### config.mk
export PLATFORM = sky130hd
export DESIGN_NAME = led_code_arbiter_flat
export DESIGN_NICKNAME = d
export VERILOG_FILES = /design/src/rtl/led_code_arbiter_if.sv /design/src/rtl/led_code_arbiter.sv /design/src/flat_wrapper.sv
export SDC_FILE = /design/constraint.sdc
export NUM_CORES = 1
export LEC_CHECK = 0
export ABC_AREA = 1
export CORE_ASPECT_RATIO = 1.25
export CORE_MARGIN = 2
export CORE_UTILIZATION = 51
export DETAILED_ROUTE_END_ITERATION = 16
export GPL_TIMING_DRIVEN = 0
export PLACE_DENSITY_LB_ADDON = 0.08
export SYNTH_ARGS = -nofsm -noshare
export SYNTH_HDL_FRONTEND = slang
export SYNTH_SLANG_ARGS = --single-unit
### constraint.sdc
create_clock -name i_clk -period 2.1 [get_ports i_clk]
set_clock_uncertainty 0.2 [all_clocks]
set_input_delay 0.63 -clock i_clk [delete_from_list [all_inputs] [get_ports i_clk]]
set_output_delay 0.63 -clock i_clk [all_outputs]
set_load 0.01 [all_outputs]
### src/rtl/led_code_arbiter_if.sv
// led_code_arbiter_if: request/code inputs and grant/status/LED outputs of the LED code arbiter.
interface led_code_arbiter_if;
   logic [3:0]  i_req;
   logic [15:0] i_code;
   logic [3:0]  o_grant;
   logic        o_busy;
   logic        o_done;
   logic        o_led;
   modport slave  (input i_req, i_code, output o_grant, o_busy, o_done, o_led);
   modport master (output i_req, i_code, input o_grant, o_busy, o_done, o_led);
endinterface

### src/rtl/led_code_arbiter.sv
// led_code_arbiter: round-robin arbiter that blinks the winner's 4-bit code on a shared LED.
// Optional idle heartbeat on the LED is enabled by defining LED_ARB_HEARTBEAT_EN.
module led_code_arbiter #(
   parameter int PRESCALE_BITS = 22,
   parameter int PAUSE_TICKS   = 4,
   parameter int HB_BITS       = 26
) (
   input  logic              i_clk,
   input  logic              i_reset,
   led_code_arbiter_if.slave bus
);
   typedef enum logic [1:0] {S_IDLE, S_ON, S_OFF, S_PAUSE} state_t;
   state_t                   r_state;
   logic [PRESCALE_BITS-1:0] r_pres;
   logic [3:0]               r_rem;
   logic [3:0]               r_pcnt;
   logic [1:0]               r_last;
   logic [3:0]               r_grant;
   logic                     r_busy;
   logic                     r_done;
   logic                     r_led;
   logic [1:0]               w_idx;
   logic [3:0]               w_code;
   logic                     w_tick;
   logic                     w_hb_led;
   assign w_tick = &r_pres;
   assign w_code = bus.i_code[{w_idx, 2'b00} +: 4];
   // Scan downward so the nearest requester after r_last is the final (winning) assignment.
   always_comb begin
      w_idx = r_last;
      for (int k = 3; k >= 0; k--)
         if (bus.i_req[r_last + 2'(k) + 2'd1]) w_idx = r_last + 2'(k) + 2'd1;
   end
`ifdef LED_ARB_HEARTBEAT_EN
   logic [HB_BITS-1:0] r_hb;
   always_ff @(posedge i_clk or posedge i_reset)
      if (i_reset) r_hb <= '0;
      else r_hb <= r_hb + 1'b1;
   assign w_hb_led = r_hb[HB_BITS-1];
`else
   assign w_hb_led = 1'b0;
`endif
   always_ff @(posedge i_clk or posedge i_reset) begin
      if (i_reset) begin
         r_state <= S_IDLE;
         r_pres  <= '0;
         r_rem   <= '0;
         r_pcnt  <= '0;
         r_last  <= 2'd3;
         r_grant <= '0;
         r_busy  <= 1'b0;
         r_done  <= 1'b0;
         r_led   <= 1'b0;
      end else begin
         r_done <= 1'b0;
         r_pres <= r_pres + 1'b1;
         case (r_state)
            S_IDLE:
               if (|bus.i_req) begin
                  r_state <= (w_code != 4'd0) ? S_ON : S_PAUSE;
                  r_grant <= 4'b0001 << w_idx;
                  r_last  <= w_idx;
                  r_rem   <= w_code;
                  r_pres  <= '0;
                  r_pcnt  <= '0;
                  r_busy  <= 1'b1;
                  r_led   <= (w_code != 4'd0);
               end else r_led <= w_hb_led;
            S_ON:
               if (w_tick) begin
                  r_rem   <= r_rem - 1'b1;
                  r_state <= S_OFF;
                  r_led   <= 1'b0;
               end
            S_OFF:
               if (w_tick) begin
                  r_state <= (r_rem != 4'd0) ? S_ON : S_PAUSE;
                  r_led   <= (r_rem != 4'd0);
                  r_pcnt  <= '0;
               end
            S_PAUSE:
               if (w_tick) begin
                  if (r_pcnt == 4'(PAUSE_TICKS - 1)) begin
                     r_state <= S_IDLE;
                     r_grant <= '0;
                     r_busy  <= 1'b0;
                     r_done  <= 1'b1;
                     r_led   <= w_hb_led;
                  end else r_pcnt <= r_pcnt + 1'b1;
               end
         endcase
      end
   end
   assign bus.o_grant = r_grant;
   assign bus.o_busy  = r_busy;
   assign bus.o_done  = r_done;
   assign bus.o_led   = r_led;
endmodule

### src/flat_wrapper.sv
// flat-port wrapper written by rule: the top's interface ports become plain ports
module led_code_arbiter_flat 
#(
   parameter int PRESCALE_BITS = 22,
   parameter int PAUSE_TICKS   = 4,
   parameter int HB_BITS       = 26
)
  (i_clk, i_reset, bus_i_req, bus_i_code, bus_o_grant, bus_o_busy, bus_o_done, bus_o_led);
  led_code_arbiter_if bus_i ();
  input  logic i_clk;
  input  logic i_reset;
  input wire logic [$bits(bus_i.i_req)-1:0] bus_i_req;
  input wire logic [$bits(bus_i.i_code)-1:0] bus_i_code;
  output wire logic [$bits(bus_i.o_grant)-1:0] bus_o_grant;
  output wire logic [$bits(bus_i.o_busy)-1:0] bus_o_busy;
  output wire logic [$bits(bus_i.o_done)-1:0] bus_o_done;
  output wire logic [$bits(bus_i.o_led)-1:0] bus_o_led;
  assign bus_i.i_req = bus_i_req;
  assign bus_i.i_code = bus_i_code;
  assign bus_o_grant = bus_i.o_grant;
  assign bus_o_busy = bus_i.o_busy;
  assign bus_o_done = bus_i.o_done;
  assign bus_o_led = bus_i.o_led;
  led_code_arbiter #(.PRESCALE_BITS(PRESCALE_BITS), .PAUSE_TICKS(PAUSE_TICKS), .HB_BITS(HB_BITS)) u_core (.i_clk(i_clk), .i_reset(i_reset), .bus(bus_i));
endmodule
==> summary.txt, run 1 <==
Synthesis
  – Post-Synth XOR/XNOR Area: 1.055%
  – Adder and majority cell fraction of the synthesized area: 1.508%
  – EDFF count, synth: 0
  – Mux share of post-synthesis cell area: 0%
  – Compound-cell area share of the yosys netlist: 14.97%
  – Mapped Area: 2490 sq um
  – Seq/Total Area, Yosys: 41.31%
  – Mapped Cells: 329
  – Ys async rst share: 100.0%
  – FF+latch count, synth: 41
  – Main flop type after synthesis: dfrtp_1
  – Largest family of logic cells by synthesized area: simple AND/OR/NAND/NOR gates
  – Netlist cell types: 42
  – Avg Synthesized Cell Area: 7.568 sq um
  – Synth Area in Simple Gates: 33.37%
  – Syn nets: 354
  – Ys Warns: 0

CTS
  – Clock root cell: clkbuf_8
  – # hold bufs at CTS: 0
  – Worst skew pair latency: 0.29 ns
  – Clock tree buffer depth: 2
  – Sink Count: 41
  – TritonCTS Buffers: 5
  – TritonCTS clock tree: yes
  – Htree depth: 2
  – Clock transition at path regs: 0.08 ns

STA
  – Fin crit period: 2.348 ns
  – Final setup violation count: 15
  – Period utilisation layout: 111.8%
  – Worst setup margin: -0.2484 ns
  – RSZ-0062 raised after global routing: yes
  – Hold slack final: 0.3099 ns
  – Peak Freq: 425.8 MHz
  – Number of hold violations in the final report: 0
  – Worst slew pin tran: 0.8467 ns
  – Slew Viols, Final: 0
  – Relative slew slack: 43.47%

Floorplan
  – Die Span X: 66.50 microns
  – Rows: 28
  – Initial Utilization: 52.65%
  – Die Ht: 82.12 microns
  – Core Region: 4730 sq um
  – Ports: 29
  – DIE AREA: 5461 sq um

Worst setup path
  – Worst Setup Start Kind: flop
  – Max stage delay cell, worst path: dfstp_2
  – CP Data Required Time: 2.08 ns
  – Critical path's most frequent cell: nand2_1
  – CP Class: reg -> reg
  – Worst-path maximum fanout: 7
  – Largest stage delay, worst path: 0.59 ns
  – Critical Path Sink Type: flop
  – CP top delay family: simple AND/OR/NAND/NOR gates
  – Worst Path Buf+Inv: 3
  – Critical Path, Cell by Cell: buf_8 -> inv_8 -> nand3_1 -> nand2_1 -> nor2_2 -> nand2_2 -> nand2_2 -> nand2_4 -> nand2_4 -> buf_8 -> nand2_2 -> nand2_1 -> nand2_1 -> nand2_2 -> nor2_2 -> nand2_2 -> nand2_1 -> nand2_1 -> nand2_1
  – R2R Setup Slk: -0.25 ns
  – CP arrival: 2.33 ns

Route
  – Via count: 2,444
  – Via/cell ratio: 5.360
  – WL/cell: 13.84 microns
  – DRC viols: 0
  – Initial DRC Count: 137
  – Final wirelength: 6312 microns
  – Antenna Nets Post-Route: 0
  – First-pass detailed-route iteration total: 4

Finish
  – Antenna cells: 0
  – Commonest non-fill, non-tap cell in the layout: nand2_1
  – Layout cell share with drive strength beyond 1: 30.81%
  – # nets final: 420
  – Most frequent cells in the layout: nand2_1 (61), dfrtp_1 (39), inv_1 (35)
  – Area grow syn2layout: 37.89%
  – Final Util: 72.59%

GRT
  – Total grt overflow: 0
  – Largest net degree at the start of global routing: 42
  – Total GRT Usage: 22.88%
  – Number of global-route vias before repair: 2,204
  – Global-route wire length before repair: 9535 microns
  – Initial antenna violation count: 0

Pwr
  – Comb power frac: 28.2%
  – Reg power frac: 47.4%
  – Switching share of power: 31.63%
  – Clock share of power: 24.4%
  – Power per standard cell area: 588.7 nW/um^2
  – Internal Pwr Total: 0.001382 W
  – Net load switching power: 0.0006393 W
  – Leak: 1.620 nW
  – Worst IR Drop VDD: 0.6731 mV

Placement
  – GPL Wtd Cong: 0.9060
  – Port bufs: 28
  – HPWL after DPL: 4021 microns

Status
  – Failing checks: setup timing
  – Status: finished, violations left

Flow run
  – Maxcap violations: 0

Min path
  – Hold Path Class: reg -> reg
==> kinds of logic (layout without fill, tap and decap cells) <==
logic type                 after synthesis  in the layout
and+or+nand+nor                        174            174
AOI/OAI and AO/OA                       63             63
xor gates and xnor gates                 3              3
buffers and inverters                   45            112
DFF                                     41             41
adders and majority gates                3              3
==> cell usage after synthesis (2+ instances only) <==
cell type  number  area share [%]
dfrtp_1        39              39
o21ai_1         6             1.2
xnor2_1         2            0.70
a22oi_1         2            0.60
a21oi_1        21             4.2
a31oi_1         3            0.75
nand2_1        80              12
nor2_1         31             4.7
nand2_4         2            0.90
inv_2           2            0.30
dfstp_2         2             2.1
or2_2           3            0.75
o21ai_0        17             3.4
o21a_1          3            0.90
nand3_1        19             3.8
nand4_1         5             1.3
inv_1          38             5.7
nor3_1          9             1.8
ha_1            3             1.5
o32ai_1         4             1.4
a221oi_1        2            0.70
nand3_2         3             1.2
nand2_2        14             3.5
==> per-stage QoR <==
stage	cells	setup slack [ns]	TNS, ns	cell area (sq um)	power [W]
after floorplan	329	-0.02617	-0.04336	2490	0.001249
after global placement	417	-0.9008	-42.07	2845	0.001352
after detailed placement	417	-0.9546	-22.12	2845	0.001365
after CTS	443	-0.1994	-1.918	3149	0.001922
after global routing	456	-0.3967	-3.827	3433	0.002144
final	456	-0.2484	-1.737	3433	0.002021
==> cell type report <==
type	count	area [sq um]
clock buffers	8	80.08
plain buffers	4	40.04
fillers	368	1296
flip-flops and latches	41	1028
multi-input cells	243	1504
inverters	41	161.4
repair buffers	59	544.3
well taps	60	75.07
==> routing by layer <==
layer,vias up,wire length (microns),GRT usage (%)
li1,1223,-,-
met1,1154,2602,25.39
met2,61,3367,42.70
met3,6,258,4.743
met4,0,83,8.367
met5,-,0,0
==> final timing paths <==
kind	startpoint	endpoint	cells after the start
setup / recovery	u_core.r_last[0]$_DFFE_PP1P_	u_core.r_state[1]$_DFFE_PP0P_	19
hold / removal	u_core.r_rem[1]$_DFFE_PP0P_	u_core.r_rem[1]$_DFFE_PP0P_	2
setup reg to reg	u_core.r_last[0]$_DFFE_PP1P_	u_core.r_state[1]$_DFFE_PP0P_	19
hold reg to reg	u_core.r_rem[1]$_DFFE_PP0P_	u_core.r_rem[1]$_DFFE_PP0P_	2
max in group asynchronous	i_reset	u_core.r_pcnt[2]$_DFFE_PP0P_	2
min in group asynchronous	i_reset	u_core.bus.o_led$_DFFE_PP0P_	2
==> power groups by stage <==
stage                     Sequential, W  Clock, W  Combinational (W)
after global routing           0.000968  0.000539           0.000636
after CTS                      0.000947  0.000506           0.000470
after global placement         0.000952         0           0.000400
after floorplan                0.000939         0           0.000310
final                          0.000958  0.000494           0.000570
after detailed placement       0.000952         0           0.000412
==> flip-flops by register name, summed over array words and instances (netlist names) <==
register            flops
u_core.r_pres          22
u_core.r_state          2
u_core.bus.o_done       1
u_core.bus.o_busy       1
u_core.bus.o_grant      4
u_core.bus.o_led        1
u_core.r_last           2
u_core.r_pcnt           4
u_core.r_rem            4
==> what timing repair did <==
| item | in CTS | in global routing |
|---|---|---|
| setup endpoints to repair | 37 | 26 |
| hold endpoints to repair | 0 | 0 |
| pin swaps | 13 | 20 |
| setup buffers | 18 | 14 |
| gates cloned | 0 | 1 |
| gates resized for setup | 35 | 48 |
==> worst register-to-register path, delay by kind of cell (launching register included) <==
kind	cells	cell delay [ns]
buffers and inverters	3	0.31
DFF	1	0.59
and+or+nand+nor	16	1.12
Note: power is estimated with default switching activity, not from simulation.
==> inputs of run 2 (changes only) <==
--- a/config.mk
+++ b/config.mk
@@ -10,6 +10,7 @@
 export CORE_MARGIN = 2
 export CORE_UTILIZATION = 51
 export DETAILED_ROUTE_END_ITERATION = 16
+export GPL_ROUTABILITY_DRIVEN = 0
 export GPL_TIMING_DRIVEN = 0
 export PLACE_DENSITY_LB_ADDON = 0.08
 export SYNTH_ARGS = -nofsm -noshare
==> results of run 2 <==
Same layout as run 1: the final DEF is identical, and so are final timing and power.
